**config.mk**
```make
export PLATFORM = sky130hd
export DESIGN_NAME = jtag_dr_bridge
export DESIGN_NICKNAME = d
export VERILOG_FILES = /design/src/rtl/jtag_dr_bridge.sv
export SDC_FILE = /design/constraint.sdc
export NUM_CORES = 1
export LEC_CHECK = 0
export CAP_MARGIN = 25
export CORE_MARGIN = 2
export CORE_UTILIZATION = 35
export DETAILED_ROUTE_END_ITERATION = 6
export PLACE_DENSITY = 0.54
export SLEW_MARGIN = 5
export SYNTH_ARGS = -nofsm -noshare
export SYNTH_HDL_FRONTEND = slang
export SYNTH_SLANG_ARGS = --single-unit
```
**constraint.sdc**
```tcl
create_clock -name tck -period 2.45 [get_ports tck]
set_input_delay 0.735 -clock tck [delete_from_list [all_inputs] [get_ports tck]]
set_output_delay 0.735 -clock tck [all_outputs]
set_load 0.03 [all_outputs]
```
**src/rtl/jtag_dr_bridge.sv**
```systemverilog
// jtag_dr_bridge: user-DR bridge between a JTAG TAP and a core.
// Inbound: tdi bits (after LEAD_SKIP_BITS bypass bits) are assembled LSB first
// into SYMBOL_WIDTH-bit symbols and queued in a small FIFO for the core.
// Outbound: the latest core result is captured and shifted out on tdo.
// Optional macro JTAG_DR_BRIDGE_STATS_EN enables the accepted-symbol counter;
// without it symbol_count is tied to zero.
module jtag_dr_bridge #(
    parameter int SYMBOL_WIDTH   = 8,
    parameter int RESULT_WIDTH   = 16,
    parameter int LEAD_SKIP_BITS = 1,
    parameter int FIFO_DEPTH     = 4
) (
    input  logic                    tck,
    input  logic                    test_logic_reset,
    input  logic                    ir_is_user,
    input  logic                    capture_dr,
    input  logic                    shift_dr,
    input  logic                    update_dr,
    input  logic                    tdi,
    output logic                    tdo,
    output logic                    out_valid,
    output logic [SYMBOL_WIDTH-1:0] out_data,
    input  logic                    out_ready,
    output logic                    scan_done,
    input  logic                    res_valid,
    input  logic [RESULT_WIDTH-1:0] res_data,
    output logic                    overflow,
    output logic [31:0]             symbol_count
);

    localparam int SKIP_W = (LEAD_SKIP_BITS > 0) ? $clog2(LEAD_SKIP_BITS + 1) : 1;
    localparam int BIT_W  = (SYMBOL_WIDTH > 1) ? $clog2(SYMBOL_WIDTH) : 1;
    localparam int PTR_W  = $clog2(FIFO_DEPTH);

    localparam logic [SKIP_W-1:0] SKIP_LOAD = SKIP_W'(LEAD_SKIP_BITS);
    localparam logic [SKIP_W-1:0] SKIP_ONE  = SKIP_W'(1);
    localparam logic [BIT_W-1:0]  BIT_LAST  = BIT_W'(SYMBOL_WIDTH - 1);
    localparam logic [BIT_W-1:0]  BIT_ONE   = BIT_W'(1);
    localparam logic [PTR_W-1:0]  PTR_ONE   = PTR_W'(1);
    localparam logic [PTR_W:0]    CNT_ONE   = (PTR_W + 1)'(1);
    localparam logic [PTR_W:0]    CNT_FULL  = (PTR_W + 1)'(FIFO_DEPTH);

    logic [SKIP_W-1:0]       skip_q;
    logic [BIT_W-1:0]        bit_q;
    logic [SYMBOL_WIDTH-1:0] asm_q;
    logic [SYMBOL_WIDTH-1:0] sym_next;
    logic [SYMBOL_WIDTH-1:0] mem [FIFO_DEPTH];
    logic [PTR_W-1:0]        wr_ptr;
    logic [PTR_W-1:0]        rd_ptr;
    logic [PTR_W:0]          count_q;
    logic [RESULT_WIDTH-1:0] hold_q;
    logic                    hold_vld;
    logic [RESULT_WIDTH-1:0] rb_q;

    logic cap, upd, act, data_bit, sym_done, pop, full, push, drop;

    // Capture wins over shift so a malformed qualifier overlap cannot half-load.
    assign cap      = ir_is_user & capture_dr;
    assign upd      = ir_is_user & update_dr;
    assign act      = ir_is_user & shift_dr & ~capture_dr;
    assign data_bit = act & (skip_q == '0);
    assign sym_done = data_bit & (bit_q == BIT_LAST);
    assign pop      = out_valid & out_ready;
    assign full     = (count_q == CNT_FULL);
    assign push     = sym_done & (~full | pop);
    assign drop     = sym_done & full & ~pop;

    assign out_valid = (count_q != '0);
    assign out_data  = out_valid ? mem[rd_ptr] : '0;
    assign tdo       = rb_q[0];

    // Assembly register with the current tdi bit merged in at its position.
    always_comb begin
        sym_next        = asm_q;
        sym_next[bit_q] = tdi;
    end

    // Skip down-counter, bit position and partial-symbol assembly.
    always_ff @(posedge tck or posedge test_logic_reset) begin
        if (test_logic_reset) begin
            skip_q <= '0;
            bit_q  <= '0;
            asm_q  <= '0;
        end else if (cap) begin
            skip_q <= SKIP_LOAD;
            bit_q  <= '0;
        end else if (upd) begin
            bit_q  <= '0;
        end else if (act) begin
            if (skip_q != '0) begin
                skip_q <= skip_q - SKIP_ONE;
            end else begin
                asm_q <= sym_next;
                bit_q <= sym_done ? '0 : bit_q + BIT_ONE;
            end
        end
    end

    // FIFO storage; emptiness is tracked by count_q so no reset is needed here.
    always_ff @(posedge tck) begin
        if (push) begin
            mem[wr_ptr] <= sym_next;
        end
    end

    // FIFO pointers, occupancy and sticky drop flag.
    always_ff @(posedge tck or posedge test_logic_reset) begin
        if (test_logic_reset) begin
            wr_ptr   <= '0;
            rd_ptr   <= '0;
            count_q  <= '0;
            overflow <= 1'b0;
        end else begin
            if (push) wr_ptr <= wr_ptr + PTR_ONE;
            if (pop)  rd_ptr <= rd_ptr + PTR_ONE;
            if (push & ~pop)      count_q <= count_q + CNT_ONE;
            else if (pop & ~push) count_q <= count_q - CNT_ONE;
            if (drop) overflow <= 1'b1;
        end
    end

    // One-cycle end-of-scan pulse following update_dr.
    always_ff @(posedge tck or posedge test_logic_reset) begin
        if (test_logic_reset) scan_done <= 1'b0;
        else                  scan_done <= upd;
    end

    // Result hold register and readback shifter (zeros once exhausted).
    always_ff @(posedge tck or posedge test_logic_reset) begin
        if (test_logic_reset) begin
            hold_q   <= '0;
            hold_vld <= 1'b0;
            rb_q     <= '0;
        end else begin
            if (res_valid) begin
                hold_q   <= res_data;
                hold_vld <= 1'b1;
            end
            if (cap)      rb_q <= hold_vld ? hold_q : '0;
            else if (act) rb_q <= rb_q >> 1;
        end
    end

`ifdef JTAG_DR_BRIDGE_STATS_EN
    logic [31:0] stat_q;

    // Accepted-symbol counter; drops are not counted, wraps naturally.
    always_ff @(posedge tck or posedge test_logic_reset) begin
        if (test_logic_reset) stat_q <= '0;
        else if (push)        stat_q <= stat_q + 32'd1;
    end

    assign symbol_count = stat_q;
`else
    assign symbol_count = '0;
`endif

endmodule

```
==> flow_metrics.py, run 1 <==
metrics = {
    "clock_tree": {
        "cts_tree": "done",
        "cts_max_level": 3,
        "cts_sinks": 86,
        "cts_hold_buffers": 0,
        "cts_root_buf": "clkbuf_16",
        "cts_buffers": 9,
        "clkSlewWorstSetupHoldPaths_ns": 0.06,
        "cts_buffer_depth": 2,
        "clock_latency_ns": 0.33,
    },
    "detailed_routing": {
        "wl_met1_um": 3050,
        "via_per_inst": 4.55,
        "totalWireLength_um": 6770,
        "postRouteAntennaNets": 0,
        "drt_iter0_drc": 51,
        "wire_per_inst_um": 13.6,
        "first_pass_iters": 4,
        "num_vias": 2261,
        "dr.max_layer_used": "met4",
        "wl_met2_um": 3390,
        "wl_met3_um": 290,
        "drc": 0,
    },
    "synthesis": {
        "ys_types": 37,
        "synth.top_cell.area_share": 0.336,
        "syn_avg_cell_area_um2": 14.0,
        "synth_largest_area_cell": "dfrtp_1",
        "synth-async-reset-ratio": 0.628,
        "synthCells": 288,
        "netlist_top_cells_area": "dfrtp_1 34%, edfxtp_1 24%, mux2_2 9.5%, buf_4 6.2%, mux4_2 4.5%",
        "synthesis.area_mm2": 0.00402,
        "yosysWarningCount": 0,
        "synth_flop_cell": "dfrtp_1",
        "ys_ff_latch": 86,
        "synth_edf_count": 32,
        "ys_seq_area_frac": 0.575,
    },
    "timing": {
        "fin_ws_ns": 0.0607,
        "tightestPinTransition_ns": 0.577,
        "setup_viol": 0,
        "fmax_ghz": 0.419,
        "period_share": 0.975,
        "hold_viol_final": 0,
        "layout_min_cycle_time_ns": 2.39,
        "fin_skew_ns": 0.00892,
        "max_slew_margin": 0.615,
        "finalMaxSlewViolations": 0,
        "rsz0062_at_grt": "true",
    },
    "setup_path": {
        "cpPeakStageDelay_ns": 0.49,
        "cp_max_fo": 7,
        "critical_path.endpoint_type": "output pin",
        "crit_type": "flop to output pin",
        "critPathArrivalTime_ns": 1.65,
        "critPathRequiredTime_ns": 1.71,
        "crit_slowest_cell": "mux4_2",
        "cp_cell_sequence": "buf_12 -> mux4_2 -> and2_4 -> buf_6",
        "critPathLaunchType": "flop",
    },
    "floorplan": {
        "initial_core_util": 0.355,
        "die_w_um": 111,
        "num_rows": 39,
        "pin_count": 69,
        "coreArea_mm2": 0.0113,
        "dieHeight_um": 111,
        "die_area_mm2": 0.0124,
    },
    "layout": {
        "syn2layout_area_growth_pct": 24.7,
        "nets": 383,
        "final_common_cell": "dfrtp_1",
        "drive_above_1_share": 0.316,
        "antenna_cells": 0,
        "layout_common_cells": "54 x dfrtp_1, 34 x mux2_2, 32 x conb_1, 32 x edfxtp_1, 24 x clkdlybuf4s50_1",
        "fin_area_mm2": 0.00502,
    },
    "power": {
        "peakVddDrop_mv": 0.496,
        "leakage_nw": 2.14,
        "power.density_mw_per_mm2": 808,
    },
    "global_routing": {
        "antenna_found_initial": 0,
        "grt_max_degree": 35,
        "grtUsageTotal": 0.115,
        "grt-ovfl-total": 0,
        "first_global_vias": 2252,
        "grt_pass1_wl_um": 11200,
    },
    "place": {
        "hpwl_um": 4760,
        "placed_area_mm2": 0.00471,
        "port_buffers": 36,
        "place.gp.congestion": 0.704,
        "place_ws_ns": -0.389,
    },
    "status": {
        "status": "finished clean",
    },
    "run": {
        "maxCapViolCount": 0,
    },
    "worst_hold_path": {
        "hold_class": "flop to flop",
    },
}
sequential cells by signal (all words and copies together) (netlist names):
| signal | flops |
|---|---|
| asm_q | 8 |
| bit_q | 3 |
| count_q | 3 |
| hold_q | 16 |
| hold_vld | 1 |
| mem | 32 |
| overflow | 1 |
| rb_q | 16 |
| rd_ptr | 2 |
| scan_done | 1 |
| skip_q | 1 |
| wr_ptr | 2 |
through the flow:
step	TNS [ns]	power, mW	std cells	util	hold slack (ns)
floorplan	-0.0121	2.37	319	-	0.444
global placement	-3.47	2.75	482	0.416	0.456
detailed placement	-4.47	2.76	482	0.416	0.460
CTS	-0.102	3.99	498	0.439	0.473
global route	-0.00816	4.27	497	0.443	0.478
finish	0	4.05	497	0.443	0.467
layer usage:
layer  track usage  vias to the layer above
met2         0.193                       51
met5             0                        -
met3        0.0377                        4
li1              -                     1092
met4        0.0321                        0
met1         0.141                     1114
report_power, final:
group / leakage [nW] / internal (mW) / total (mW) / switching (mW)
Sequential: 0.959 / 1.61 / 1.67 / 0.0598
Combinational: 1.05 / 0.571 / 1.13 / 0.560
Clock: 0.130 / 0.741 / 1.26 / 0.515
Total: 2.14 / 2.92 / 4.05 / 1.13
cell families after synthesis:
logic type                 share of synthesized area
and+or+nand+nor                               0.0893
muxes                                          0.176
AOI/OAI and AO/OA                             0.0367
other                                       0.000932
DFF                                            0.575
buffers and inverters                         0.0824
adders and majority gates                     0.0267
xor gates and xnor gates                      0.0131
area by class of cell:
type / instances / area (µm²)
clock inverter: 3 / 20.0
timing repair buffer: 68 / 709
clock buffer: 12 / 258
multi-input combinational: 180 / 1520
inverter: 5 / 18.8
sequential: 86 / 2310
tap: 143 / 179
fill: 1036 / 6300
final timing paths:
path,depth (start not counted),end,start,slack (ns)
min reg2reg,1,overflow,overflow,0.47
max in group asynchronous,3,asm_q[0],test_logic_reset,1.35
max,4,out_data[5],rd_ptr[0],0.06
min,1,overflow,overflow,0.47
max reg2reg,10,count_q[2],count_q[2],0.33
min in group asynchronous,2,rd_ptr[1],test_logic_reset,0.64
cell usage after synthesis (3+ instances only):
cell	n
and2_1	14
nand3b_1	3
nand3_1	16
clkbuf_1	8
mux4_2	8
mux2_2	34
xnor2_1	4
o21ai_0	17
inv_1	5
ha_1	7
buf_4	33
mux2i_1	13
nor2b_1	3
nor3b_1	4
dfrtp_1	54
nand2_1	3
edfxtp_1	32
buf_2	7
critical path, delay by kind of cell (launching register included):
kind,cells,cell delay [ns]
mux,1,0.49
flops,1,0.40
buf+inv,2,0.28
simple gates,1,0.15
timing repair:
item	4_1_cts	5_1_grt
setup buffers	1	0
gates resized for setup	46	31
gates cloned	0	0
pin swaps	2	7
endpoints found under the setup margin	11	8
(Power assumes the default switching activity.)
==> inputs of run 2 (changes only) <==
Settings changed: SETUP_SLACK_MARGIN set to 0.5.
==> run 2 against run 1 <==
Worst hold slack improved by 0.018 ns; clock-buffer cell count decreased by 3; highest routed layer unchanged; utilization up 0.28 points.
==> flow_metrics.py, run 2 (same netlist as run 1, synthesis figures left out) <==
metrics = {
    "timing": {
        "period_share": 0.984,
        "fin_ws_ns": 0.0385,
        "fmax_ghz": 0.415,
        "setup_viol": 0,
        "finalMaxSlewViolations": 0,
        "tns_ns": 0,
        "tightestPinTransition_ns": 0.594,
        "layout_min_cycle_time_ns": 2.41,
        "max_slew_margin": 0.604,
        "rsz0062_at_grt": "true",
        "hold_viol_final": 0,
        "fin_skew_ns": 0.00357,
        "whs_ns": 0.485,
    },
    "clock_tree": {
        "cts_buffer_depth": 2,
        "cts_buffers": 9,
        "cts_max_level": 3,
        "cts_root_buf": "clkbuf_16",
        "clock_latency_ns": 0.33,
        "cts_sinks": 86,
        "clkSlewWorstSetupHoldPaths_ns": 0.06,
        "cts_hold_buffers": 0,
        "cts_tree": "done",
    },
    "power": {
        "internal_power_mw": 2.98,
        "switching_share": 0.296,
        "p_sw_mw": 1.25,
        "seq_power_share": 0.398,
        "clkPwrFrac": 0.295,
        "total_power_mw": 4.23,
        "peakVddDrop_mv": 0.583,
        "power.density_mw_per_mm2": 838,
        "p_comb_frac": 0.307,
        "leakage_nw": 2.17,
    },
    "layout": {
        "top_regs": "mem: 32 flops, hold_q: 16 flops, rb_q: 16 flops",
        "fillerInstances": 1031,
        "layout_common_cells": "53 x dfrtp_1, 33 x mux2_2, 32 x conb_1, 32 x edfxtp_1, 25 x buf_4",
        "syn2layout_area_growth_pct": 25.5,
        "final_util": 0.446,
        "registers.top_by_ff_count": "mem",
        "final_common_cell": "dfrtp_1",
        "nets": 385,
        "antenna_cells": 0,
        "final_cells": 500,
        "fin_area_mm2": 0.00505,
        "largest_register_ffs": 32,
        "drive_above_1_share": 0.359,
    },
    "setup_path": {
        "critPathRequiredTime_ns": 1.71,
        "crit_slowest_cell": "mux4_2",
        "critical_path.endpoint_type": "output pin",
        "critPathLaunchType": "flop",
        "cp_cell_sequence": "buf_12 -> mux4_2 -> and2_4 -> buf_6",
        "cpPeakStageDelay_ns": 0.50,
        "worst-r2r-cell-count": 10,
        "cp_max_fo": 5,
        "crit_type": "flop to output pin",
        "critPathArrivalTime_ns": 1.68,
    },
    "place": {
        "place_ws_ns": -0.375,
        "dpl.cell_count": 474,
        "hpwl_um": 4740,
        "placed_area_mm2": 0.00464,
        "port_buffers": 36,
        "place.gp.congestion": 0.707,
    },
    "global_routing": {
        "grt-ovfl-total": 0,
        "grt_pass1_wl_um": 11900,
        "grtUsageTotal": 0.123,
        "antenna_found_initial": 0,
        "grt_max_degree": 28,
        "first_global_vias": 2371,
    },
    "floorplan": {
        "dieHeight_um": 111,
        "coreArea_mm2": 0.0113,
        "num_rows": 39,
        "die_w_um": 111,
        "initial_core_util": 0.355,
        "pin_count": 69,
        "die_area_mm2": 0.0124,
    },
    "detailed_routing": {
        "postRouteAntennaNets": 0,
        "drt_iter0_drc": 47,
        "drc": 0,
        "wire_per_inst_um": 14.2,
        "via_per_inst": 4.64,
        "totalWireLength_um": 7100,
        "num_vias": 2318,
        "first_pass_iters": 4,
    },
    "run": {
        "maxCapViolCount": 0,
    },
    "worst_hold_path": {
        "hold_class": "flop to flop",
        "min_path_cells": 1,
    },
    "status": {
        "status": "finished clean",
    },
}
## run 2: cell types whose count changed in the layout (fill, tap and decap cells not counted), moves of 2 or more
cell and delta:
and2_1 -4, and2_4 +4, buf_12 -3, buf_4 +2
buf_6 +2, clkbuf_1 -2, clkdlybuf4s50_1 -4, clkinv_2 +2
inv_6 +2, or3_4 +2
## run 2: worst max-delay path, delay by kind of cell (launching register included)
| kind | cells | cell delay [ns] |
|---|---|---|
| flip-flops | 1 | 0.42 |
| multiplexers | 1 | 0.50 |
| buffers and inverters | 2 | 0.27 |
| AND/OR/NAND/NOR | 1 | 0.15 |
## run 2: routing by layer
| metal | routed length, µm | track usage |
|---|---|---|
| met4 | 108 | 0.0494 |
| met3 | 333 | 0.0344 |
| met1 | 3220 | 0.157 |
| met5 | 0 | 0 |
| met2 | 3430 | 0.199 |
## run 2: path summary, 6_finish.rpt
check / start / end / slack (ns)
min in group asynchronous: test_logic_reset / asm_q[6] / 0.78
worst min-delay path: overflow / overflow / 0.49
worst max-delay path: rd_ptr[0] / out_data[2] / 0.04
worst max register to register: count_q[2] / count_q[2] / 0.31
worst min register to register: overflow / overflow / 0.49
max in group asynchronous: test_logic_reset / hold_q[13] / 1.17
## run 2: what timing repair did
action / 4_1_cts / 5_1_grt
setup buffers: 6 / 2
cloned: 1 / 1
pin swaps: 6 / 12
setup endpoints to repair: 56 / 43
resized for setup: 65 / 30
## run 2: power by group through the flow
stage / registers, mW / clock network (mW) / logic [mW]
floorplan: 1.69 / 0 / 0.781
global placement: 1.69 / 0 / 1.10
detailed placement: 1.69 / 0 / 1.12
CTS: 1.68 / 1.30 / 1.16
global route: 1.70 / 1.35 / 1.39
finish: 1.68 / 1.25 / 1.30
## run 2: cell type report
cell class / count / area [µm²] / area share
tap: 143 / 179 / 0.0354
clock inverter: 7 / 48.8 / 0.00967
clock buffer: 9 / 225 / 0.0446
timing repair buffer: 69 / 698 / 0.138
multi-input combinational: 181 / 1560 / 0.309
sequential: 86 / 2310 / 0.458
inverter: 5 / 22.5 / 0.00446
==> RTL edit: new RTL, flow settings as in run 2 <==
Add a define of `JTAG_DR_BRIDGE_STATS_EN`.
--- a/src/rtl/jtag_dr_bridge.sv
+++ b/src/rtl/jtag_dr_bridge.sv
@@ -6,2 +6,4 @@
 // without it symbol_count is tied to zero.
+`define JTAG_DR_BRIDGE_STATS_EN
+
 module jtag_dr_bridge #(
Formal check against the unedited RTL: not equivalent (a bounded check fails within 10 cycles, from zero or initial values and one cycle with test_logic_reset high).
==> RTL edit against run 2 <==
- the flow now finishes with violations (setup timing)
- sequential cell count up 32
- wire length up 51%
- setup slack worse by 0.098 ns
- count of clock-buffer cells in the layout up 19
- first-iteration DRC count rose to 5.3 times the old value
- sequential power up 35%
- critical path depth up 1
- fmax down 3.9%
- power up 34%
- area after synthesis up 26%
- design area up 44%
==> RTL edit: results (changes against run 2) <==
FIRST_GLOBAL_VIAS=3495  # was 2371
PIN_COUNT_OF_THE_BIGGEST_NET_ENTERING_GLOBAL_ROUTING=38  # was 28
CLOCK_TREE.HTREE_LEVEL_COUNT=4  # was 3
ROUTED_VIA_DENSITY=4.846  # was 4.636
LEAKAGE_nW=3.260  # was 2.167 nW
ROUTED_WL_MM=10.73  # was 7.096 mm
LAYOUT_SETUP_WS_NS=-0.05921  # was 0.03847 ns
PEAKVDDDROP_V=0.0005458  # was 0.0005829 V
CP-ENDPOINT='out_data[4]'  # was out_data[2]
SHARE_OF_THE_YOSYS_CHIP_AREA_BELONGING_TO_REGISTERS_PCT=61.54  # was 57.48%
SKEW_NS=0.006158  # was 0.003567 ns
WORSTPATHARRIVAL_NS=1.77  # was 1.68 ns
LAYOUT-DRIVE-GT1-SHARE_PCT=44.97  # was 35.85%
DETAILEDPLACEMENTHPWL_MM=7.160  # was 4.739 mm
GRT_FIRST_PASS_WIRELENGTH_MM=17.78  # was 11.94 mm
CRIT-REG2REG-LAUNCH='bit_q[0]$_DFFE_PP0P_'  # was count_q[2]$_DFFE_PP0P_
CLK_LATENCY_NS=0.40  # was 0.33 ns
WORST-R2R-CELL-COUNT=8  # was 10
CTS_MADE_BUFFERS=17  # was 9
DP_SLACK_NS=-0.4702  # was -0.3746 ns
TOTALNEGATIVESETUPSLACK_NS=-0.2599  # was 0 ns
STATUS='finished with violations'  # was finished clean
GLOBALPLACE.CONGESTION=0.7602  # was 0.7067
NUM-FILL-CELLS=1243  # was 1031
HOLD_SLACK_NS=0.4633  # was 0.4850 ns
INITIALDRTVIOLATIONCOUNT=251  # was 47
PORTBUFFERS=68  # was 36
FAILED_CHECKS='setup timing'
YOSYSUNIQUECELLTYPES=40  # was 37
SETUP_VIOL_COUNT_FINAL=5  # was 0
TOTAL_GRT_USAGE_PCT=14.53  # was 12.32%
SYNTHTOPCELLSBYCOUNT='86 x sky130_fd_sc_hd__dfrtp_1, 34 x sky130_fd_sc_hd__mux2_2, 32 x sky130_fd_sc_hd__edfxtp_1, 24 x sky130_fd_sc_hd__inv_1, 24 x sky130_fd_sc_hd__xnor2_1'  # was 54 x sky130_fd_sc_hd__dfrtp_1, 34 x sky130_fd_sc_hd__mux2_2, 33 x sky130_fd_sc_hd__buf_4, 32 x sky130_fd_sc_hd__edfxtp_1, 17 x sky130_fd_sc_hd__o21ai_0
MIN-DELAY-START='symbol_count[31]$_DFFE_PP0P_'  # was overflow$_DFFE_PP0P_
ASYNCSETRESETFLOPFRACSYNTH_PCT=72.88  # was 62.79%
## RTL edit: per-stage QoR
stage                     instance area, um2  instances  power, mW
after global placement                  6228        636      3.327
after global routing                    7289        687      5.926
final                                   7289        687      5.668
after floorplan                         5141        371      2.949
after CTS                               7033        677      5.733
after detailed placement                6228        636      3.356
## RTL edit: kinds of logic (layout without fill, tap and decap cells)
family / Yosys count / in the layout / synth area share, %
DFF: 118 / 118 / 61.54
and+or+nand+nor: 103 / 103 / 11.28
muxes: 42 / 42 / 11.13
buffers and inverters: 39 / 175 / 3.042
xor gates and xnor gates: 37 / 37 / 6.555
AOI/OAI and AO/OA: 23 / 23 / 4.081
adders and majority gates: 9 / 9 / 2.375
## RTL edit: report_power, final
group / internal (mW) / leakage (nW) / switching, mW
registers: 2.16 / 1.39 / 0.105
logic: 0.685 / 1.61 / 0.513
clock network: 1.42 / 0.263 / 0.786
total: 4.26 / 3.26 / 1.40
## RTL edit: how the worst min path moves through the flow
| stage | end |
|---|---|
| floorplan | hold_vld$_DFFE_PP0P_ |
| global placement | overflow$_DFFE_PP0P_ |
| detailed placement | overflow$_DFFE_PP0P_ |
| CTS | overflow$_DFFE_PP0P_ |
| global route | overflow$_DFFE_PP0P_ |
| finish | symbol_count[31]$_DFFE_PP0P_ |
## RTL edit: repair_timing
item                       4_1_cts  5_1_grt
resized for setup              201       57
hold buffers                     0        0
setup endpoints to repair      134       80
pin swaps                       25       25
cloned                           1        0
setup buffers                    9        9
## RTL edit: critical path, cell delays in order (launching register included)
cell and delay (ns):
sky130_fd_sc_hd__dfrtp_1 0.36, sky130_fd_sc_hd__buf_4 0.13, sky130_fd_sc_hd__buf_12 0.11, sky130_fd_sc_hd__mux4_2 0.50, sky130_fd_sc_hd__and2_4 0.15, sky130_fd_sc_hd__buf_6 0.13
## RTL edit: routing by layer
metal  GRT usage [%]  wire length (um)  share of wire, %
met5               0                 0                 0
met4           5.420               129               1.2
met3           5.120               487               4.5
met2           23.30              5459                51
met1           18.14              4658                43
## RTL edit: layout make-up
cell class,count,area share (%)
Sequential cell,118,42.89
Clock inverter,3,0.2060
Clock buffer,28,7.106
Multi-Input combinational cell,214,29.20
Inverter,24,1.322
Timing Repair Buffer,120,16.19
Tap cell,180,3.090
